$ cat config.mk
export PLATFORM = sky130hd
export DESIGN_NAME = wb_port_arbiter
export DESIGN_NICKNAME = d
export VERILOG_FILES = /design/src/rtl/wb_port_arbiter_pkg.sv /design/src/rtl/wb_rr_pick.sv /design/src/rtl/wb_port_arbiter.sv
export SDC_FILE = /design/constraint.sdc
export NUM_CORES = 1
export LEC_CHECK = 0
export CAP_MARGIN = 10
export CELL_PAD_IN_SITES_DETAIL_PLACEMENT = 2
export CELL_PAD_IN_SITES_GLOBAL_PLACEMENT = 2
export CORE_ASPECT_RATIO = 1.5
export CORE_MARGIN = 2
export CORE_UTILIZATION = 24
export DETAILED_ROUTE_END_ITERATION = 10
export MAX_ROUTING_LAYER = met4
export PLACE_DENSITY_LB_ADDON = 0.1
export SLEW_MARGIN = 10
export SYNTH_ARGS = -nofsm -noshare
export SYNTH_HDL_FRONTEND = slang
export SYNTH_SLANG_ARGS = --single-unit
export TNS_END_PERCENT = 1
$ cat constraint.sdc
create_clock -name clock -period 8.7 [get_ports clock]
set_clock_uncertainty 0.2 [all_clocks]
set_input_delay 1.305 -clock clock [delete_from_list [all_inputs] [get_ports clock]]
set_output_delay 1.305 -clock clock [all_outputs]
set_load 0.01 [all_outputs]
$ cat src/rtl/wb_port_arbiter_pkg.sv
// Shared definitions for the writeback port arbiter.
//   ZERO_REG_NUM : architectural zero register index; writes to it are dropped.
//   PTR_W        : width of the round-robin pointer (enough for up to 8 requesters).
//   next_ptr     : increment a pointer modulo the requester count.
package wb_port_arbiter_pkg;

    localparam int unsigned ZERO_REG_NUM = 31;
    localparam int unsigned PTR_W        = 3;

    function automatic logic [PTR_W-1:0] next_ptr(input logic [PTR_W-1:0] p,
                                                  input int unsigned       n);
        if (32'(p) + 32'd1 >= n) begin
            return '0;
        end
        return p + PTR_W'(1);
    endfunction

endpackage

$ cat src/rtl/wb_rr_pick.sv
// Rotating first-set picker.
//   mask   : requests that may be picked
//   start  : search begins at this bit position and wraps (must be < NUM_REQ)
//   excl   : requests removed from the mask before the search
//   onehot : the first eligible bit at or after start, or all zero
//   found  : at least one eligible bit exists
module wb_rr_pick
    import wb_port_arbiter_pkg::*;
#(
    parameter int NUM_REQ = 4
) (
    input  logic [NUM_REQ-1:0] mask,
    input  logic [PTR_W-1:0]   start,
    input  logic [NUM_REQ-1:0] excl,
    output logic [NUM_REQ-1:0] onehot,
    output logic               found
);

    localparam logic [PTR_W:0]     NUM_P = NUM_REQ[PTR_W:0];
    localparam logic [NUM_REQ-1:0] ONE   = NUM_REQ'(1);

    logic [NUM_REQ-1:0] eligible;
    logic [NUM_REQ-1:0] rot;
    logic [NUM_REQ-1:0] rot_first;
    logic [PTR_W:0]     back_sh;

    assign eligible = mask & ~excl;
    assign back_sh  = NUM_P - {1'b0, start};

    // Rotate so that 'start' lands on bit 0, isolate the lowest set bit with
    // x & -x, then rotate back. A shift by NUM_REQ yields zero, which makes
    // start == 0 fall out naturally.
    assign rot       = (eligible >> start) | (eligible << back_sh);
    assign rot_first = rot & (~rot + ONE);
    assign onehot    = (rot_first << start) | (rot_first >> back_sh);
    assign found     = |eligible;

endmodule

$ cat src/rtl/wb_port_arbiter.sv
// Writeback port arbiter: shares two register-file write ports among NUM_REQ
// completing functional units with valid/ready backpressure.
//   clock, reset            : clock and synchronous active-low reset
//   req_valid/data/idx      : per-requester result, packed i*W +: W
//   req_ready               : combinational accept, one bit per requester
//   wb_block                : regfile unavailable, nothing is accepted
//   wr_en/idx/data_1 and _2 : registered write ports (1-cycle grant-to-write)
//   any_stalled             : registered, a candidate went ungranted last cycle
// Order of service: urgent requesters (waited MAX_WAIT cycles) in ascending
// index, then the rest round-robin from rr_ptr. Port 2 never writes the same
// index as port 1 in one cycle.
module wb_port_arbiter
    import wb_port_arbiter_pkg::*;
#(
    parameter int NUM_REQ  = 4,
    parameter int MAX_WAIT = 7,
    parameter int DATA_W   = 64,
    parameter int IDX_W    = 6
) (
    input  logic                        clock,
    input  logic                        reset,
    input  logic [NUM_REQ-1:0]          req_valid,
    input  logic [NUM_REQ*DATA_W-1:0]   req_data,
    input  logic [NUM_REQ*IDX_W-1:0]    req_idx,
    output logic [NUM_REQ-1:0]          req_ready,
    input  logic                        wb_block,
    output logic                        wr_en_1,
    output logic [IDX_W-1:0]            wr_idx_1,
    output logic [DATA_W-1:0]           wr_data_1,
    output logic                        wr_en_2,
    output logic [IDX_W-1:0]            wr_idx_2,
    output logic [DATA_W-1:0]           wr_data_2,
    output logic                        any_stalled
);

    localparam int               CNT_W    = $clog2(MAX_WAIT + 1);
    localparam logic [CNT_W-1:0] CNT_MAX  = CNT_W'(MAX_WAIT);
    localparam logic [IDX_W-1:0] ZERO_IDX = IDX_W'(ZERO_REG_NUM);

    logic [IDX_W-1:0]   idx_arr  [NUM_REQ];
    logic [DATA_W-1:0]  data_arr [NUM_REQ];
    logic [NUM_REQ-1:0] cand, urgent, normal, zero_ready, same_idx, granted;
    logic [NUM_REQ-1:0] u1_oh, r1_oh, u2_oh, r2_oh, g1_oh, g2_oh, last_oh;
    logic               u1_found, r1_found, u2_found, r2_found, g1_found, g2_found;
    logic               active;
    logic [IDX_W-1:0]   g1_idx, g2_idx;
    logic [DATA_W-1:0]  g1_data, g2_data;
    logic [PTR_W-1:0]   last_bin;

    logic [PTR_W-1:0]   rr_ptr_reg;
    logic               wr_en_1_reg, wr_en_2_reg, any_stalled_reg;
    logic [IDX_W-1:0]   wr_idx_1_reg, wr_idx_2_reg;
    logic [DATA_W-1:0]  wr_data_1_reg, wr_data_2_reg;

    // Nothing is accepted while in reset or while the regfile is blocked.
    assign active = reset && !wb_block;

    genvar gi;
    generate
        for (gi = 0; gi < NUM_REQ; gi++) begin : g_req
            logic [CNT_W-1:0] cnt_reg;

            assign idx_arr[gi]    = req_idx[gi*IDX_W +: IDX_W];
            assign data_arr[gi]   = req_data[gi*DATA_W +: DATA_W];
            assign cand[gi]       = req_valid[gi] && (idx_arr[gi] != ZERO_IDX);
            assign urgent[gi]     = cand[gi] && (cnt_reg == CNT_MAX);
            assign zero_ready[gi] = active && req_valid[gi] && (idx_arr[gi] == ZERO_IDX);
            // Candidates that would collide with port 1's destination.
            assign same_idx[gi]   = cand[gi] && (idx_arr[gi] == g1_idx);

            // Wait counter keeps counting under wb_block so a long block
            // turns every waiting requester urgent.
            always_ff @(posedge clock) begin
                if (!reset || !cand[gi] || granted[gi]) begin
                    cnt_reg <= '0;
                end else if (cnt_reg != CNT_MAX) begin
                    cnt_reg <= cnt_reg + CNT_W'(1);
                end
            end
        end
    endgenerate

    assign normal = cand & ~urgent;

    wb_rr_pick #(.NUM_REQ(NUM_REQ)) u_pick_urg1 (
        .mask(urgent), .start(PTR_W'(0)), .excl('0), .onehot(u1_oh), .found(u1_found)
    );
    wb_rr_pick #(.NUM_REQ(NUM_REQ)) u_pick_rr1 (
        .mask(normal), .start(rr_ptr_reg), .excl('0), .onehot(r1_oh), .found(r1_found)
    );
    wb_rr_pick #(.NUM_REQ(NUM_REQ)) u_pick_urg2 (
        .mask(urgent), .start(PTR_W'(0)), .excl(same_idx), .onehot(u2_oh), .found(u2_found)
    );
    wb_rr_pick #(.NUM_REQ(NUM_REQ)) u_pick_rr2 (
        .mask(normal), .start(rr_ptr_reg), .excl(same_idx), .onehot(r2_oh), .found(r2_found)
    );

    // Port 1 exclusion via same_idx also removes grant 1 itself.
    assign g1_found = active && (u1_found || r1_found);
    assign g1_oh    = !active ? '0 : (u1_found ? u1_oh : r1_oh);
    assign g2_found = g1_found && (u2_found || r2_found);
    assign g2_oh    = !g1_found ? '0 : (u2_found ? u2_oh : r2_oh);
    assign granted  = g1_oh | g2_oh;
    assign last_oh  = g2_found ? g2_oh : g1_oh;

    assign req_ready = zero_ready | granted;

    always_comb begin
        g1_idx   = '0;
        g1_data  = '0;
        g2_idx   = '0;
        g2_data  = '0;
        last_bin = '0;
        for (int k = 0; k < NUM_REQ; k++) begin
            if (g1_oh[k]) begin
                g1_idx  = idx_arr[k];
                g1_data = data_arr[k];
            end
            if (g2_oh[k]) begin
                g2_idx  = idx_arr[k];
                g2_data = data_arr[k];
            end
            if (last_oh[k]) begin
                last_bin = PTR_W'(k);
            end
        end
    end

    always_ff @(posedge clock) begin
        if (!reset) begin
            rr_ptr_reg      <= '0;
            wr_en_1_reg     <= 1'b0;
            wr_idx_1_reg    <= ZERO_IDX;
            wr_data_1_reg   <= '0;
            wr_en_2_reg     <= 1'b0;
            wr_idx_2_reg    <= ZERO_IDX;
            wr_data_2_reg   <= '0;
            any_stalled_reg <= 1'b0;
        end else begin
            wr_en_1_reg     <= g1_found;
            wr_idx_1_reg    <= g1_found ? g1_idx : ZERO_IDX;
            wr_data_1_reg   <= g1_found ? g1_data : '0;
            wr_en_2_reg     <= g2_found;
            wr_idx_2_reg    <= g2_found ? g2_idx : ZERO_IDX;
            wr_data_2_reg   <= g2_found ? g2_data : '0;
            any_stalled_reg <= |(cand & ~granted);
            if (g1_found) begin
                rr_ptr_reg <= next_ptr(last_bin, NUM_REQ);
            end
        end
    end

    assign wr_en_1     = wr_en_1_reg;
    assign wr_idx_1    = wr_idx_1_reg;
    assign wr_data_1   = wr_data_1_reg;
    assign wr_en_2     = wr_en_2_reg;
    assign wr_idx_2    = wr_idx_2_reg;
    assign wr_data_2   = wr_data_2_reg;
    assign any_stalled = any_stalled_reg;

endmodule

* Word-level counts from Yosys, hierarchy flattened *
Cells that the tools add are included.

storage, ports and cells
  register bits = 158
  latch bits = 0
  memory bits (writable) = 0
  bits in read-only memories = 0
  input bits = 287
  output and inout port bits = 147
  word-level logic and storage cells = 147
  memories = 0

operators by class
  add/subtract/negate cells = 11
  $mul = 0
  divide/modulo/power cells = 0
  $lt $le $gt $ge = 1
  equal/unequal tests = 20
  shift-type cells = 8
  mux-type cells = 29
  bitwise gates (word level) = 20
  reductions and logical operators = 46

operators with widths
  kind                 count
  $mux 64              8
  $mux 6               8
  $and 4x4->4          8
  $eq 6x5->1 const B   4
  $eq 6x6->1           4
  $ne 6x5->1 const B   4
  $not 4->4            6
  $or 4x4->4           6
  $logic_and 1x1->1    23
  $mux 4               5
  $reduce_or 4->1      5
  $add 4x1->4 const B  4
  $add 3x1->3 const B  5
  $eq 3x3->1 const B   4
  $mux 3               4
  $ne 3x3->1 const B   4
  $logic_or 1x1->1     10
  $shl 4x3->4          2
  $shl 4x4->4          2
  $shr 4x3->4          2
  $shr 4x4->4          2
  $logic_not 1->1      6
  $add 3x1->4 const B  1
  $ge 4x3->1 const B   1
  other kinds (3)      7

* Depth between registers and ports, before layout *
  depth in word-level cells = 41
  depth in mapped cells = 27
  depth with buffers taken out = 19

* Hierarchy *
A second synthesis with hierarchy kept.

unflattened totals
  cells, all modules = 1446
  area total of the unflattened synthesis = 11410.9 um^2

by module, submodules not included
  module           times used  cells an instance  area an instance (um^2)  sequential area each (um^2)
  wb_port_arbiter  1           1098               8793.4                   3163.0
  wb_rr_pick       4           87                 654.4                    0.0

* Least setup slack after synthesis *
No wires, ideal clock.

  kind = input to output
  from = input port req_idx[15]
  to = output port req_ready[3]
  arrival time = 5.914 ns
  required time = 7.195 ns
  setup slack = 1.281 ns
  cell stages on the path = 19
  buffers on the path = 2
  path through = buf_2 -> and4_4 -> a211o_1 -> a32o_1 -> a2111oi_2 -> a31oi_1 -> a21oi_4 -> o21ai_2 -> a311o_1 -> and3_1 -> or4_4 -> nor3_4 -> nor2_2 -> a32oi_4 -> mux2_4 -> o211ai_2 -> nand2_1 -> buf_2 -> o211ai_1

on the way
  longest elaborated chain between the ends = 33
  elaborated cells between the ends (all ways) = 54
  classes of those cells = 4 x add/sub; 5 x eq/ne; 8 x shift; 8 x mux; 18 x bitwise; 11 x reduce/logical

ends and longest elaborated chain
  element                                     line                                     source
  from (decl)                                 wb_port_arbiter.sv:24                    input logic [NUM_REQ*IDX_W-1:0] req_idx,
  $ne 6x5->1                                  wb_port_arbiter.sv:65                    assign cand[gi] = req_valid[gi] && (idx_arr[gi] != ZERO_IDX);
  $logic_and 1x1->1                           wb_port_arbiter.sv:65
  $logic_and 1x1->1                           wb_port_arbiter.sv:66                    assign urgent[gi] = cand[gi] && (cnt_reg == CNT_MAX);
  $not 4->4                                   wb_rr_pick.sv:34, wb_port_arbiter.sv:83
  $and 4x4->4                                 wb_port_arbiter.sv:83                    assign normal = cand & ~urgent;
  $shr 4x3->4 or $shl 4x4->4 (tied branches)  wb_rr_pick.sv:33                         assign rot = (eligible >> start) | (eligible << back_sh);
  $or 4x4->4                                  wb_rr_pick.sv:33
  $not 4->4                                   wb_rr_pick.sv:34                         assign rot_first = rot & (~rot + ONE);
  [16 not listed]                             -
  $not 4->4                                   wb_rr_pick.sv:34
  $add 4x1->4                                 wb_rr_pick.sv:34
  $and 4x4->4                                 wb_rr_pick.sv:34
  $shl 4x3->4 or $shr 4x4->4 (tied branches)  wb_rr_pick.sv:35                         assign onehot = (rot_first << start) | (rot_first >> back_sh);
  $or 4x4->4                                  wb_rr_pick.sv:35
  $mux 4 (2 in series)                        wb_port_arbiter.sv:102                   assign g2_oh = !g1_found ? '0 : (u2_found ? u2_oh : r2_oh);
  $or 4x4->4 (*)                              wb_port_arbiter.sv:103                   assign granted = g1_oh | g2_oh;
  $or 4x4->4 (*)                              wb_port_arbiter.sv:106                   assign req_ready = zero_ready | granted;
  to (decl)                                   wb_port_arbiter.sv:25                    output logic [NUM_REQ-1:0] req_ready,

Mark *: on every way between the ends. The rest lies on a longest branch, timed or not.

* Final worst setup path *
  from = input port req_idx[19]
  to = output port req_ready[0]

The elaborated chain is that of the path after synthesis.

==> flow_metrics.py <==
metrics = {
    "sta": {
        "finalHoldViolCount": 0,
        "worstMarginPinSlew_ns": 0.803,
        "slew_viol_final": 0,
        "tns_ns": 0,
        "post-route-period-util_pct": 98.1,
        "slew_headroom_pct": 46.4,
        "max_freq_ghz": 0.117,
        "finalCriticalPeriod_ns": 8.54,
        "finalSetupViolCount": 0,
    },
    "global_route": {
        "grt_usage_pct": 33.3,
        "grt_max_degree": 55,
        "grt_first_pass_wirelength_um": 107000,
        "grt.overflow.total": 0,
        "grt_pass1_vias": 14800,
        "grt_antenna_before_repair": 13,
    },
    "placed_design": {
        "dpl-instance-area_sq_mm": 0.0169,
        "dp_hpwl_um": 60100,
        "portBuffers": 433,
        "gp_congestion": 0.979,
        "placed_cells": 2353,
    },
    "run_status": {
        "status": "finished clean",
    },
    "die": {
        "core_area_sq_mm": 0.0431,
        "num_io_pins": 434,
        "initial_core_util_pct": 24.3,
        "die_area_sq_mm": 0.0453,
        "num_rows": 93,
        "die_w_um": 175,
        "die_h_um": 260,
    },
    "cells_and_area": {
        "area_growth_pct": 69.0,
        "mostFrequentLayoutCells": "clkdlybuf4s50_1, buf_4, dfxtp_1, o21ai_0, nand2_1",
        "final_common_cell": "clkdlybuf4s50_1",
        "layout.nets": 2104,
        "seq_area_sq_mm": 0.00316,
        "design_area_sq_mm": 0.0177,
        "multi_input_area_sq_mm": 0.00665,
        "final_cells": 2404,
        "final_util_pct": 41.1,
        "nFillCells": 4761,
        "final_layout_size_suffix_gt1_share_pct": 21.9,
    },
    "min_path": {
        "hp-class": "flip-flop to flip-flop",
        "whs_path_depth": 2,
    },
    "power": {
        "power_leakage_nw": 6.72,
        "powerDensity_mw_per_mm2": 301,
        "total_power_mw": 5.32,
        "irDropWorstVdd_uv": 185,
    },
    "critical_path": {
        "r2r_slack_ns": 1.08,
        "r2r_start": "rr_ptr_reg[0]",
        "start_kind": "input port",
        "critPathArrivalTime_ns": 7.03,
        "reg2reg_to": "wr_idx_2[1]",
        "crit_required_ns": 7.19,
        "cp-end-kind": "output pin",
        "worstSetupStartpoint": "req_idx[19]",
        "path_max_fanout": 7,
        "endpoint": "req_ready[0]",
        "critPathKind": "input port to output pin",
        "rr_worst_depth": 25,
    },
    "route": {
        "viasPerCell": 5.73,
        "first_iter_violations": 617,
        "drtAntennaViolNets": 0,
        "wirelength_um": 75900,
        "drc": 0,
        "via_count": 13800,
        "drtPass1Iterations": 5,
        "wl_per_cell_um": 31.6,
    },
    "logic_synthesis": {
        "syn_inst": 1218,
        "netlist_area_sq_mm": 0.0105,
        "synth-seq-area-share_pct": 30.2,
        "syn_avg_cell_area_sq_um": 8.59,
        "synth.largest_area_cell": "dfxtp_1",
        "synth.area.top_cells": "dfxtp_1, a221o_1, o221ai_2, o21ai_0, a22oi_1",
        "synth_edf_count": 0,
        "synth.top_cell.area_share_pct": 30.2,
        "yosysUniqueCellTypes": 109,
        "synthFlopType": "dfxtp_1",
        "postSynth.asyncResetShare_pct": 0,
        "ys_ff_latch": 158,
        "syn_nets": 1514,
        "yosys_warnings": 0,
    },
    "clock_network": {
        "path_clk_slew_ns": 0.08,
        "cts_max_path_buffers": 2,
        "root_buffer": "clkbuf_16",
        "clock_latency_ns": 0.45,
        "htreeDepth": 4,
        "numCtsBuffers": 17,
        "cts_tree": "yes",
        "cts_num_sinks": 158,
    },
    "flow_run": {
        "cap_violations": 0,
    },
}
cells in the mapped netlist, types with 5 or more instances:
| library cell | count |
|---|---|
| nor2b_1 | 6 |
| nor2_1 | 47 |
| a31oi_1 | 9 |
| nand2b_1 | 10 |
| a22oi_1 | 69 |
| inv_1 | 66 |
| a21oi_1 | 24 |
| a311oi_1 | 10 |
| o221ai_1 | 9 |
| clkbuf_1 | 51 |
| mux2i_1 | 12 |
| a221oi_1 | 9 |
| o31ai_1 | 5 |
| buf_1 | 12 |
| nand3_1 | 21 |
| o221ai_2 | 43 |
| a211oi_1 | 7 |
| nand2_1 | 108 |
| buf_2 | 29 |
| nor3_1 | 14 |
| xor2_1 | 5 |
| o21ai_0 | 110 |
| o21a_1 | 5 |
| a31o_2 | 6 |
| and2_1 | 9 |
| and3_1 | 15 |
| a211o_1 | 6 |
| o21ai_1 | 29 |
| a32oi_1 | 20 |
| a221o_1 | 65 |
| nand4_1 | 8 |
| dfxtp_1 | 158 |
| o22ai_1 | 7 |
| xnor2_1 | 7 |
| o211ai_1 | 61 |
| ha_1 | 9 |
| buf_4 | 8 |
| or3_1 | 6 |
repair_timing:
action / in CTS / in global routing
hold buffers: 0 / 0
gates resized for setup: 9 / 27
setup buffers: 0 / 6
setup endpoints to repair: 4 / 4
pin swaps: 0 / 9
where the power goes:
| group | switching (mW) | internal [mW] | total, mW |
|---|---|---|---|
| clock network | 0.385 | 0.405 | 0.790 |
| registers | 0.0741 | 0.963 | 1.04 |
| logic | 1.95 | 1.54 | 3.50 |
layer usage:
layer	GRT usage [%]	vias up	share of wire, %
met5	-	-	0
met3	5.86	219	5.0
met2	60.5	590	53
met1	32.1	6937	35
met4	23.0	0	7.6
li1	-	6020	-
how the worst min path moves through the flow:
stage	slack, ns	end	from
floorplan	0.27	g_req[0].cnt_reg[1]	g_req[0].cnt_reg[1]
global placement	0.28	g_req[1].cnt_reg[1]	g_req[1].cnt_reg[1]
detailed placement	0.30	g_req[3].cnt_reg[1]	g_req[3].cnt_reg[1]
CTS	0.32	g_req[3].cnt_reg[1]	g_req[3].cnt_reg[1]
global route	0.35	g_req[1].cnt_reg[2]	g_req[1].cnt_reg[2]
finish	0.31	g_req[3].cnt_reg[1]	g_req[3].cnt_reg[1]
logic make-up (layout without fill, tap and decap cells):
group,after synthesis,after routing,synth area share (%)
AO/OA/AOI/OAI,565,565,44.2
AND/OR/NAND/NOR,281,281,13.9
buffers and inverters,179,782,8.13
flip-flops,158,158,30.2
XOR/XNOR,13,13,1.16
multiplexers,13,13,1.29
adder cells (fa/ha/maj),9,9,1.08
other,0,13,0
through the flow:
| step | hold WS (ns) | worst slack, ns |
|---|---|---|
| finish | 0.307 | 0.161 |
| global route | 0.351 | -0.0146 |
| CTS | 0.316 | -0.0443 |
| detailed placement | 0.297 | -0.202 |
| global placement | 0.279 | -0.115 |
| floorplan | 0.268 | 1.28 |
worst max-delay path, cell delays in order:
cell             delay [ns]
clkdlybuf4s50_1        0.50
buf_12                 0.13
nand4_1                0.10
buf_4                  0.18
o211ai_1               0.18
buf_4                  0.15
a32o_1                 0.15
buf_4                  0.13
and2_1                 0.18
o2111ai_2              0.18
o221a_4                0.30
a31o_4                 0.26
buf_4                  0.17
o221ai_2               0.20
a211oi_1               0.16
or4_1                  0.64
o31ai_1                0.49
buf_4                  0.21
nand4_2                0.12
buf_4                  0.19
a21o_1                 0.23
a21oi_4                0.19
a311o_1                0.14
clkdlybuf4s50_1        0.53
final cells by class:
cell class,count,share of cell area (%)
clock inverter,15,0.891
sequential,158,17.9
clock buffer,17,2.40
timing repair buffer,683,35.6
inverter,67,1.42
tap,570,4.03
multi-input combinational,881,37.6
antenna,13,0.184
No activity file was read; power rests on OpenSTA's default activity.
